### src/rtl/sd_block_loader.sv
// sd_block_loader: pulls NUM_SECTORS 512-byte sectors from an SD controller and packs them into words.
// Latency: a byte is accepted 2 clks after its strobe rises; wr_en follows 1 clk after a word's last byte.
// Backpressure: none on the write port; card side paced by sd_ready/sd_byte_available, TIMEOUT guards stalls.
// Ports: clk, reset_n (async, active-low); start (one-cycle run request);
//        sd_ready/sd_byte_available/sd_dout in, sd_rd/sd_address out (card handshake);
//        wr_en/wr_addr/wr_word (word write port); busy/loaded/error (run status).
module sd_block_loader #(
  parameter int          WORD_BYTES  = 4,
  parameter int          NUM_SECTORS = 16,
  parameter logic [31:0] BASE_ADR    = 32'h0000_0000,
  parameter bit          BIG_ENDIAN  = 1'b1,
  parameter int          TIMEOUT     = 1_000_000,
  parameter int          AW          = 16
) (
  input  logic                    clk,
  input  logic                    reset_n,
  input  logic                    start,
  input  logic                    sd_ready,
  input  logic                    sd_byte_available,
  input  logic [7:0]              sd_dout,
  output logic                    sd_rd,
  output logic [31:0]             sd_address,
  output logic                    wr_en,
  output logic [AW-1:0]           wr_addr,
  output logic [8*WORD_BYTES-1:0] wr_word,
  output logic                    busy,
  output logic                    loaded,
  output logic                    error
);

  localparam int WW = 8 * WORD_BYTES;
  localparam int BW = (WORD_BYTES > 1) ? $clog2(WORD_BYTES) : 1;
  localparam int TW = $clog2(TIMEOUT + 1);

  typedef enum logic [2:0] {
    S_IDLE,
    S_ISSUE,
    S_ACK,
    S_XFER,
    S_DONE,
    S_ERR
  } state_t;

  state_t r_state;
  state_t w_state_nxt;

  logic          r_bav_q1;
  logic          r_bav_q2;
  logic [7:0]    r_dout_q;
  logic [15:0]   r_sector;
  logic [8:0]    r_byte_cnt;
  logic          r_sec_done;
  logic [BW-1:0] r_wb_cnt;
  logic [WW-1:0] r_shift;
  logic          r_wr_en;
  logic [AW-1:0] r_wr_addr;
  logic [WW-1:0] r_wr_word;
  logic [TW-1:0] r_to_cnt;

  logic          w_busy;
  logic          w_start_ok;
  logic          w_byte_edge;
  logic          w_accept;
  logic          w_last_byte;
  logic          w_last_sector;
  logic          w_word_full;
  logic          w_timeout;
  logic [WW-1:0] w_byte_ext;
  logic [WW-1:0] w_shift_nxt;

  assign w_busy        = (r_state == S_ISSUE) || (r_state == S_ACK) || (r_state == S_XFER);
  assign w_start_ok    = start && !w_busy;
  // Strobe and data are registered together, so r_dout_q is the byte belonging to the edge.
  assign w_byte_edge   = r_bav_q1 && !r_bav_q2;
  // Once byte 511 is in, r_sec_done blocks any overrun bytes until the next ISSUE.
  assign w_accept      = w_byte_edge && ((r_state == S_ACK) || ((r_state == S_XFER) && !r_sec_done));
  assign w_last_byte   = (r_byte_cnt == 9'd511);
  assign w_last_sector = (r_sector == 16'(NUM_SECTORS - 1));
  assign w_word_full   = (r_wb_cnt == BW'(WORD_BYTES - 1));
  assign w_timeout     = w_busy && (r_to_cnt == TW'(TIMEOUT));

  assign w_byte_ext  = WW'(r_dout_q);
  assign w_shift_nxt = BIG_ENDIAN ? ((r_shift << 8) | w_byte_ext)
                                  : ((r_shift >> 8) | (w_byte_ext << (WW - 8)));

  assign sd_rd      = (r_state == S_ISSUE) && sd_ready;
  assign sd_address = BASE_ADR + {7'd0, r_sector, 9'd0};
  assign busy       = w_busy;
  assign loaded     = (r_state == S_DONE);
  assign error      = (r_state == S_ERR);
  assign wr_en      = r_wr_en;
  assign wr_addr    = r_wr_addr;
  assign wr_word    = r_wr_word;

  always_comb begin
    w_state_nxt = r_state;
    case (r_state)
      S_IDLE, S_DONE, S_ERR: if (start) w_state_nxt = S_ISSUE;
      S_ISSUE:               if (!sd_ready) w_state_nxt = S_ACK;
      S_ACK:                 if (w_accept) w_state_nxt = S_XFER;
      S_XFER: begin
        // Leaving one clk after byte 511 lets the final wr_en go out before loaded rises.
        if (r_sec_done) begin
          if (w_last_sector)  w_state_nxt = S_DONE;
          else if (sd_ready)  w_state_nxt = S_ISSUE;
        end
      end
      default:               w_state_nxt = S_IDLE;
    endcase
    if (w_timeout) w_state_nxt = S_ERR;
  end

  always_ff @(posedge clk or negedge reset_n) begin
    if (!reset_n) begin
      r_state    <= S_IDLE;
      r_bav_q1   <= 1'b0;
      r_bav_q2   <= 1'b0;
      r_dout_q   <= '0;
      r_sector   <= '0;
      r_byte_cnt <= '0;
      r_sec_done <= 1'b0;
      r_wb_cnt   <= '0;
      r_shift    <= '0;
      r_wr_en    <= 1'b0;
      r_wr_addr  <= '0;
      r_wr_word  <= '0;
      r_to_cnt   <= '0;
    end else begin
      r_state  <= w_state_nxt;
      r_bav_q1 <= sd_byte_available;
      r_bav_q2 <= r_bav_q1;
      r_dout_q <= sd_dout;
      r_wr_en  <= 1'b0;

      // Address advances after the pulse so wr_addr is stable while wr_en is high.
      if (r_wr_en) r_wr_addr <= r_wr_addr + AW'(1);

      if (w_accept) begin
        r_byte_cnt <= r_byte_cnt + 9'd1;
        r_shift    <= w_shift_nxt;
        if (w_word_full) begin
          r_wb_cnt  <= '0;
          r_wr_en   <= 1'b1;
          r_wr_word <= w_shift_nxt;
        end else begin
          r_wb_cnt <= r_wb_cnt + BW'(1);
        end
        if (w_last_byte) r_sec_done <= 1'b1;
      end

      if ((r_state == S_XFER) && (w_state_nxt == S_ISSUE)) begin
        r_sector   <= r_sector + 16'd1;
        r_sec_done <= 1'b0;
      end

      // A stalled card loses its partial word, including one completed in the same clk.
      if (w_timeout) begin
        r_wb_cnt <= '0;
        r_shift  <= '0;
        r_wr_en  <= 1'b0;
      end

      if (w_start_ok) begin
        r_sector   <= '0;
        r_byte_cnt <= '0;
        r_sec_done <= 1'b0;
        r_wb_cnt   <= '0;
        r_shift    <= '0;
        r_wr_addr  <= '0;
      end

      if (w_accept || (w_state_nxt != r_state) || !w_busy) r_to_cnt <= '0;
      else                                                  r_to_cnt <= r_to_cnt + TW'(1);
    end
  end

endmodule

### config.mk
export PLATFORM = sky130hd
export DESIGN_NAME = sd_block_loader
export DESIGN_NICKNAME = d
export VERILOG_FILES = /design/src/rtl/sd_block_loader.sv
export SDC_FILE = /design/constraint.sdc
export NUM_CORES = 1
export LEC_CHECK = 0
export CORE_MARGIN = 2
export CORE_UTILIZATION = 60
export CTS_CLUSTER_SIZE = 28
export DETAILED_ROUTE_END_ITERATION = 10
export DONT_BUFFER_PORTS = 1
export PLACE_DENSITY = 0.75
export SYNTH_ARGS = -nofsm -noshare
export SYNTH_HDL_FRONTEND = slang
export SYNTH_SLANG_ARGS = --single-unit
### constraint.sdc
create_clock -name clk -period 4.25 [get_ports clk]
set_clock_uncertainty 0.1 [all_clocks]
set_input_delay 0.85 -clock clk [delete_from_list [all_inputs] [get_ports clk]]
set_output_delay 0.85 -clock clk [all_outputs]
set_load 0.01 [all_outputs]
==> results of run 1 <==
-- cell type report --
type,count,area share
Sequential cell,134,0.500
Multi-Input combinational cell,418,0.377
Clock buffer,21,0.0670
Tap cell,133,0.0248
Clock inverter,10,0.0185
Timing Repair Buffer,5,0.00858
Inverter,8,0.00448
-- worst max path at each step --
stage	startpoint	end	cells past startpoint	slack (ps)
final	r_to_cnt[5]	r_shift[9]	5	1430
after global placement	r_to_cnt[2]	r_wb_cnt[0]	5	1560
after CTS	r_state[0]	sd_rd	2	1450
after global routing	r_to_cnt[5]	r_shift[9]	5	1170
after detailed placement	r_to_cnt[2]	r_wb_cnt[0]	5	1480
after floorplan	r_sector[0]	r_sector[13]	7	1890
-- worst max-delay path, cell delays in order, from the launching register on --
cell	delay [ps]
sky130_fd_sc_hd__dfrtp_1	430
sky130_fd_sc_hd__nor4b_1	430
sky130_fd_sc_hd__nand4_1	190
sky130_fd_sc_hd__or4_1	660
sky130_fd_sc_hd__nand2_1	740
sky130_fd_sc_hd__a21oi_1	100
-- logic make-up (layout without fill, tap and decap cells) --
logic type               count (synthesis)  in the layout
adder cells (fa/ha/maj)                  7              7
buffers and inverters                   50             44
flip-flops                             134            134
XOR/XNOR                                39             39
AO/OA/AOI/OAI                           62             62
multiplexers                            38             38
AND/OR/NAND/NOR                        256            256
other                                    1             16
-- cells in the mapped netlist (7+ instances only) --
master                     number  area [µm²]
sky130_fd_sc_hd__inv_1          8        30.0
sky130_fd_sc_hd__clkbuf_1      14        52.6
sky130_fd_sc_hd__nand2_1       86         323
sky130_fd_sc_hd__nand3_1       24         120
sky130_fd_sc_hd__nor3_1        11        55.1
sky130_fd_sc_hd__nor2_1        66         248
sky130_fd_sc_hd__a21oi_1       35         175
sky130_fd_sc_hd__and3_1        10        62.6
sky130_fd_sc_hd__ha_1           7        87.6
sky130_fd_sc_hd__nor4b_1        8        70.1
sky130_fd_sc_hd__nand4_1       13        81.3
sky130_fd_sc_hd__dfrtp_1      134        3350
sky130_fd_sc_hd__buf_4         17         128
sky130_fd_sc_hd__nor4_1         8        50.1
sky130_fd_sc_hd__xnor2_1       21         184
sky130_fd_sc_hd__mux2_2        32         360
sky130_fd_sc_hd__xor2_1        18         158
-- per-layer routing --
metal	vias to the layer above	GRT usage	wire length (µm)
li1	2006	-	-
met1	2073	0.289	5050
met2	157	0.372	5870
met3	18	0.0867	918
met4	2	0.0810	133
met5	-	0	13
-- flip-flops by register name (all words and copies together) (netlist names) --
name / count
wr_word: 32
r_shift: 24
r_to_cnt: 20
r_sector: 16
wr_addr: 16
r_byte_cnt: 9
r_dout_q: 8
r_state: 3
r_wb_cnt: 2
r_bav_q1: 1
r_bav_q2: 1
r_sec_done: 1
wr_en: 1
-- where the power goes --
part	total, mW	internal [mW]	leakage (nW)	switching [mW]
Sequential	2.03	1.62	1.77	0.409
Clock	1.40	0.866	0.275	0.533
Combinational	0.660	0.301	1.01	0.360
Total	4.09	2.79	3.06	1.30
-- placed cells by master (no fill, tap or decap), types with 3 or more instances in the layout --
cell type                     n
sky130_fd_sc_hd__dfrtp_1    134
sky130_fd_sc_hd__nand2_1     86
sky130_fd_sc_hd__nor2_1      66
sky130_fd_sc_hd__a21oi_1     35
sky130_fd_sc_hd__mux2_2      32
sky130_fd_sc_hd__nand3_1     24
sky130_fd_sc_hd__xnor2_1     21
sky130_fd_sc_hd__xor2_1      18
sky130_fd_sc_hd__conb_1      16
sky130_fd_sc_hd__clkbuf_16   16
sky130_fd_sc_hd__nand4_1     13
sky130_fd_sc_hd__nor3_1      11
sky130_fd_sc_hd__and3_1      10
sky130_fd_sc_hd__inv_1        8
sky130_fd_sc_hd__nor4_1       8
sky130_fd_sc_hd__nor4b_1      8
sky130_fd_sc_hd__ha_1         7
sky130_fd_sc_hd__o21ai_0      6
sky130_fd_sc_hd__mux2i_1      6
sky130_fd_sc_hd__nand2b_1     5
sky130_fd_sc_hd__or4_1        5
sky130_fd_sc_hd__a31oi_1      5
sky130_fd_sc_hd__or3_1        4
sky130_fd_sc_hd__clkinv_4     4
sky130_fd_sc_hd__buf_4        4
sky130_fd_sc_hd__nor2b_1      3
sky130_fd_sc_hd__o31ai_1      3
sky130_fd_sc_hd__a41o_1       3
sky130_fd_sc_hd__clkbuf_8     3
-- metrics by stage --
step	cells	setup WS, ps	hold slack, ps	cell area, µm²
5_1_grt	729	1170	235	6710
4_1_cts	729	1450	223	6710
6_report	729	1430	191	6710
3_3_place_gp	697	1560	287	6110
3_5_place_dp	697	1480	290	6110
2_1_floorplan	602	1890	268	6170
==> impl_metrics.yaml, run 1 <==
global_routing:
  grt_antenna_before_repair: 1
  first_global_vias: 4233
  global_route.usage.total: 0.232
  grt_start_max_net_pins: 135
  grt-ovfl-total: 0
  grt_pass1_wl_mm: 20.6
yosys:
  synth.yosys.warnings: 0
  ys_async_sr_fraction: 1.00
  synth-edff-count: 0
  synthSimpleGateAreaFrac: 0.204
  post_synth.cell_area_avg_um2: 10.4
  post_synth_num_cell_types: 48
  summed_instance_area_of_the_synthesized_netlist_um2: 6110
  synth_top_family_by_area: "simple AND/OR/NAND/NOR gates"
  synth_xor_area_frac: 0.0559
  ys_seq_elements: 134
  post_synth_inst_count: 587
  synth.yosys.seq_area_share: 0.548
  post_synth_mux_area_share: 0.0688
  post_synth_fa_ha_maj_area_fraction: 0.0143
  synth_compound_area_frac: 0.0612
  synth_flop_cell: "sky130_fd_sc_hd__dfrtp_1"
power:
  power_leakage_nw: 3.06
  peakVddDrop_mv: 0.366
  power_density_nw_per_um2: 609
  total_power_mw: 4.09
setup_path:
  crit_type: "flip-flop to flip-flop"
  setup.worst_path.start_class: "flip-flop"
  timing.rr.end: "r_shift[9]"
  timing.critical_path.arrival_ps: 3080
  critical_path.reg2reg.startpoint: "r_to_cnt[5]"
  timing.reg2reg.setup_slack_ps: 1430
  setup.worst_path.end_class: "flip-flop"
  critical_path.max_fanout: 26
  logic_depth_of_the_worst_register_to_register_path: 5
  required_time_of_the_worst_setup_path_ps: 4510
sta:
  hold_fails_final_rpt: 0
  setup-tns-final_ps: 0
  maxSlewHeadroom: 0.354
  report.final.setup_viol: 0
  setup_repair_after_global_routing_missed_its_margin: "no"
  fmax_mhz: 355
  final.period_utilization: 0.664
  max_slew.worst_pin.slew_ps: 967
  min_period_ps: 2820
  slew_violations: 0
worst_hold_path:
  hold_path_class: "input port to asynchronous set/reset pin"
drt:
  drtAntennaViolNets: 0
  routed_via_density: 5.84
  detailedRoute.firstIterationViolations: 229
  wl_mm: 12.0
  drt_drc_violations_left: 0
  first_pass_iters: 4
  routed_wire_length_per_instance_um: 16.4
  routed-via-count: 4256
layout:
  drive_above_1_share: 0.121
  number_of_nets_in_the_finished_design: 604
  multi_input_area_um2: 2530
  fill_cell_instance_count_of_the_final_layout: 732
  area.sequential_um2: 3350
  areaGrowthSynthToFinish_pct: 9.72
  finalCoreUtilization: 0.683
  n_antenna_cell: 0
cts:
  ctsHtreeMaxLevel: 4
  clk-insertion-delay-late_ps: 520
  postCtsSetupRepairBufs: 0
  clock_tree.buffer_depth: 2
  tritoncts: "done"
  clk_transition_reported_paths_ps: 60
  cts_inserted_buffers: 17
  cts_hold_buffers: 1
  clock-root-buffer: "sky130_fd_sc_hd__clkbuf_8"
  clock_sinks: 134
  cts.repair.resized: 0
placed_design:
  place_hpwl_mm: 7.69
  port_buffers: 0
  finalWeightedCongestion: 0.864
floorplan:
  die_y_um: 105
  initial_utilization: 0.623
  core_um2: 9820
  die_w_um: 105
  ios: 98
  die-area_um2: 11000
  core_rows: 36
flow_run:
  cap_viol_max_count: 0
status:
  outcome: "finished, final reports clean"
Note: power is estimated with default switching activity, not from simulation.
==> inputs of run 2 (changes only) <==
Clock period 4.25 ns to 2.7 ns, I/O delays scaled along.
==> run 2 against run 1 <==
Against the previous run:
- the flow now finishes with violations (hold timing)
- die area did not move
- highest routed layer is now met4
- routed wire length fell by 1.4%
- worst setup slack got worse by 1200 ps
- global-route usage fell by 0.34 points
- critical path depth rose by 1
- largest power group unchanged
- clock power rose by 61%
- non-clock buffer count rose by 15
- critical path type unchanged
- worst hold slack got worse by 570 ps
- fmax rose by 16%
- cell area rose by 2.1%
==> impl_metrics.yaml, run 2 (same netlist as run 1, synthesis figures left out) <==
status:
  outcome: "finished, violations left"
  failed_checks: "hold timing"
sta:
  fmax_mhz: 410
  final.period_utilization: 0.903
  maxSlewHeadroom: 0.574
  worst_slack_setup_final_ps: 263
  hold_slack_ps: -376
  min_period_ps: 2440
  max_slew.worst_pin.slew_ps: 633
  setup_repair_after_global_routing_missed_its_margin: "no"
  setup-tns-final_ps: 0
  hold_fails_final_rpt: 134
  report.final.setup_viol: 0
  slew_violations: 0
setup_path:
  setup.worst_path.start_class: "flip-flop"
  logic_depth_of_the_worst_register_to_register_path: 6
  setup.worst_path.end_class: "flip-flop"
  required_time_of_the_worst_setup_path_ps: 3030
  timing.critical_path.arrival_ps: 2770
  critical_path.max_fanout: 11
  crit_type: "flip-flop to flip-flop"
drt:
  dr_wl_met2_mm: 5.83
  routed-wl-met3_um: 925
  wl_mm: 11.8
  first_pass_iters: 5
  met1_length_mm: 4.95
  detailedRoute.firstIterationViolations: 274
  drtAntennaViolNets: 0
  routed_via_density: 5.81
  routed-via-count: 4325
  routed_wire_length_per_instance_um: 15.8
  drt_drc_violations_left: 0
  top_metal_used: "met4"
cts:
  clock_tree.buffer_depth: 2
  clock-root-buffer: "sky130_fd_sc_hd__clkbuf_8"
  cts_inserted_buffers: 17
  postCtsSetupRepairBufs: 0
  ctsHtreeMaxLevel: 4
  clk_transition_reported_paths_ps: 60
  clk-insertion-delay-late_ps: 510
  cts.repair.resized: 0
  cts_hold_buffers: 9
  tritoncts: "done"
  clock_sinks: 134
floorplan:
  die_y_um: 105
  core_um2: 9820
  die-area_um2: 11000
  die_w_um: 105
  initial_utilization: 0.623
  core_rows: 36
  ios: 98
layout:
  areaGrowthSynthToFinish_pct: 12.1
  area.sequential_um2: 3350
  drive_above_1_share: 0.132
  multi_input_area_um2: 2530
  largest_reg_flops: 32
  mostFrequentLayoutCell: "sky130_fd_sc_hd__dfrtp_1"
  n_antenna_cell: 0
  layout_common_cells: "sky130_fd_sc_hd__dfrtp_1, sky130_fd_sc_hd__nand2_1, sky130_fd_sc_hd__nor2_1"
  finalCoreUtilization: 0.698
  number_of_nets_in_the_finished_design: 619
  fill_cell_instance_count_of_the_final_layout: 748
global_routing:
  first_global_vias: 4235
  grt_pass1_wl_mm: 20.3
  grt-ovfl-total: 0
  global_route.usage.total: 0.228
  grt_antenna_before_repair: 0
  grt_start_max_net_pins: 135
power:
  power_leakage_nw: 3.13
  power_density_nw_per_um2: 948
  peakVddDrop_mv: 0.694
placed_design:
  post-place-ws_ps: 282
  port_buffers: 0
  finalWeightedCongestion: 0.879
  place_hpwl_mm: 7.64
worst_hold_path:
  hold_path_class: "input port to asynchronous set/reset pin"
flow_run:
  cap_viol_max_count: 0
run 2: cell types whose count changed in the layout (fill, tap and decap cells not counted):
| cell | previous run | this run |
|---|---|---|
| sky130_fd_sc_hd__buf_12 | 0 | 1 |
| sky130_fd_sc_hd__buf_16 | 1 | 0 |
| sky130_fd_sc_hd__buf_4 | 4 | 10 |
| sky130_fd_sc_hd__clkbuf_1 | 2 | 0 |
| sky130_fd_sc_hd__clkbuf_8 | 3 | 2 |
| sky130_fd_sc_hd__clkinv_4 | 4 | 2 |
| sky130_fd_sc_hd__dlygate4sd3_1 | 0 | 9 |
| sky130_fd_sc_hd__inv_6 | 1 | 6 |
| sky130_fd_sc_hd__inv_8 | 0 | 1 |
run 2: report_power, final:
part	total (mW)	switching, mW	internal (mW)
clock	2.26	0.900	1.36
combinational	1.07	0.555	0.511
sequential	3.17	0.621	2.55
total	6.50	2.08	4.42
run 2: layer usage:
layer | global-route usage | vias up
li1 | - | 2027
met1 | 0.286 | 2122
met2 | 0.369 | 165
met3 | 0.0905 | 11
met4 | 0.0667 | 0
met5 | 0 | -
run 2: area by class of cell:
class	instances	share of cell area
timing repair buffer	20	0.0270
sequential	134	0.489
multi-input combinational	418	0.369
tap	133	0.0243
clock inverter	14	0.0236
inverter	8	0.00438
clock buffer	18	0.0624
run 2: through the flow:
step | total power [mW] | std cells | instance area, µm²
global placement | 4.18 | 704 | 6170
global route | 6.87 | 745 | 6850
finish | 6.50 | 745 | 6850
floorplan | 3.94 | 602 | 6170
CTS | 6.56 | 745 | 6850
detailed placement | 4.26 | 704 | 6170
run 2: worst paths after layout:
kind / startpoint / to / slack (ps)
worst min-delay path: reset_n / r_sector[5] / -380
min in group clk: sd_ready / r_state[1] / 190
worst max-delay path: r_sector[0] / r_sector[11] / 260
max in group asynchronous: reset_n / wr_word[9] / 2590
worst min register to register: r_bav_q1 / r_bav_q2 / 300
worst max register to register: r_sector[0] / r_sector[11] / 260
run 2: critical path, cell delays in order (launching register included):
cell and delay [ps]:
sky130_fd_sc_hd__dfrtp_1 380, sky130_fd_sc_hd__ha_1 220, sky130_fd_sc_hd__nor4bb_1 160, sky130_fd_sc_hd__and4_4 240, sky130_fd_sc_hd__or4_4 610, sky130_fd_sc_hd__or4_1 490, sky130_fd_sc_hd__a21oi_1 160
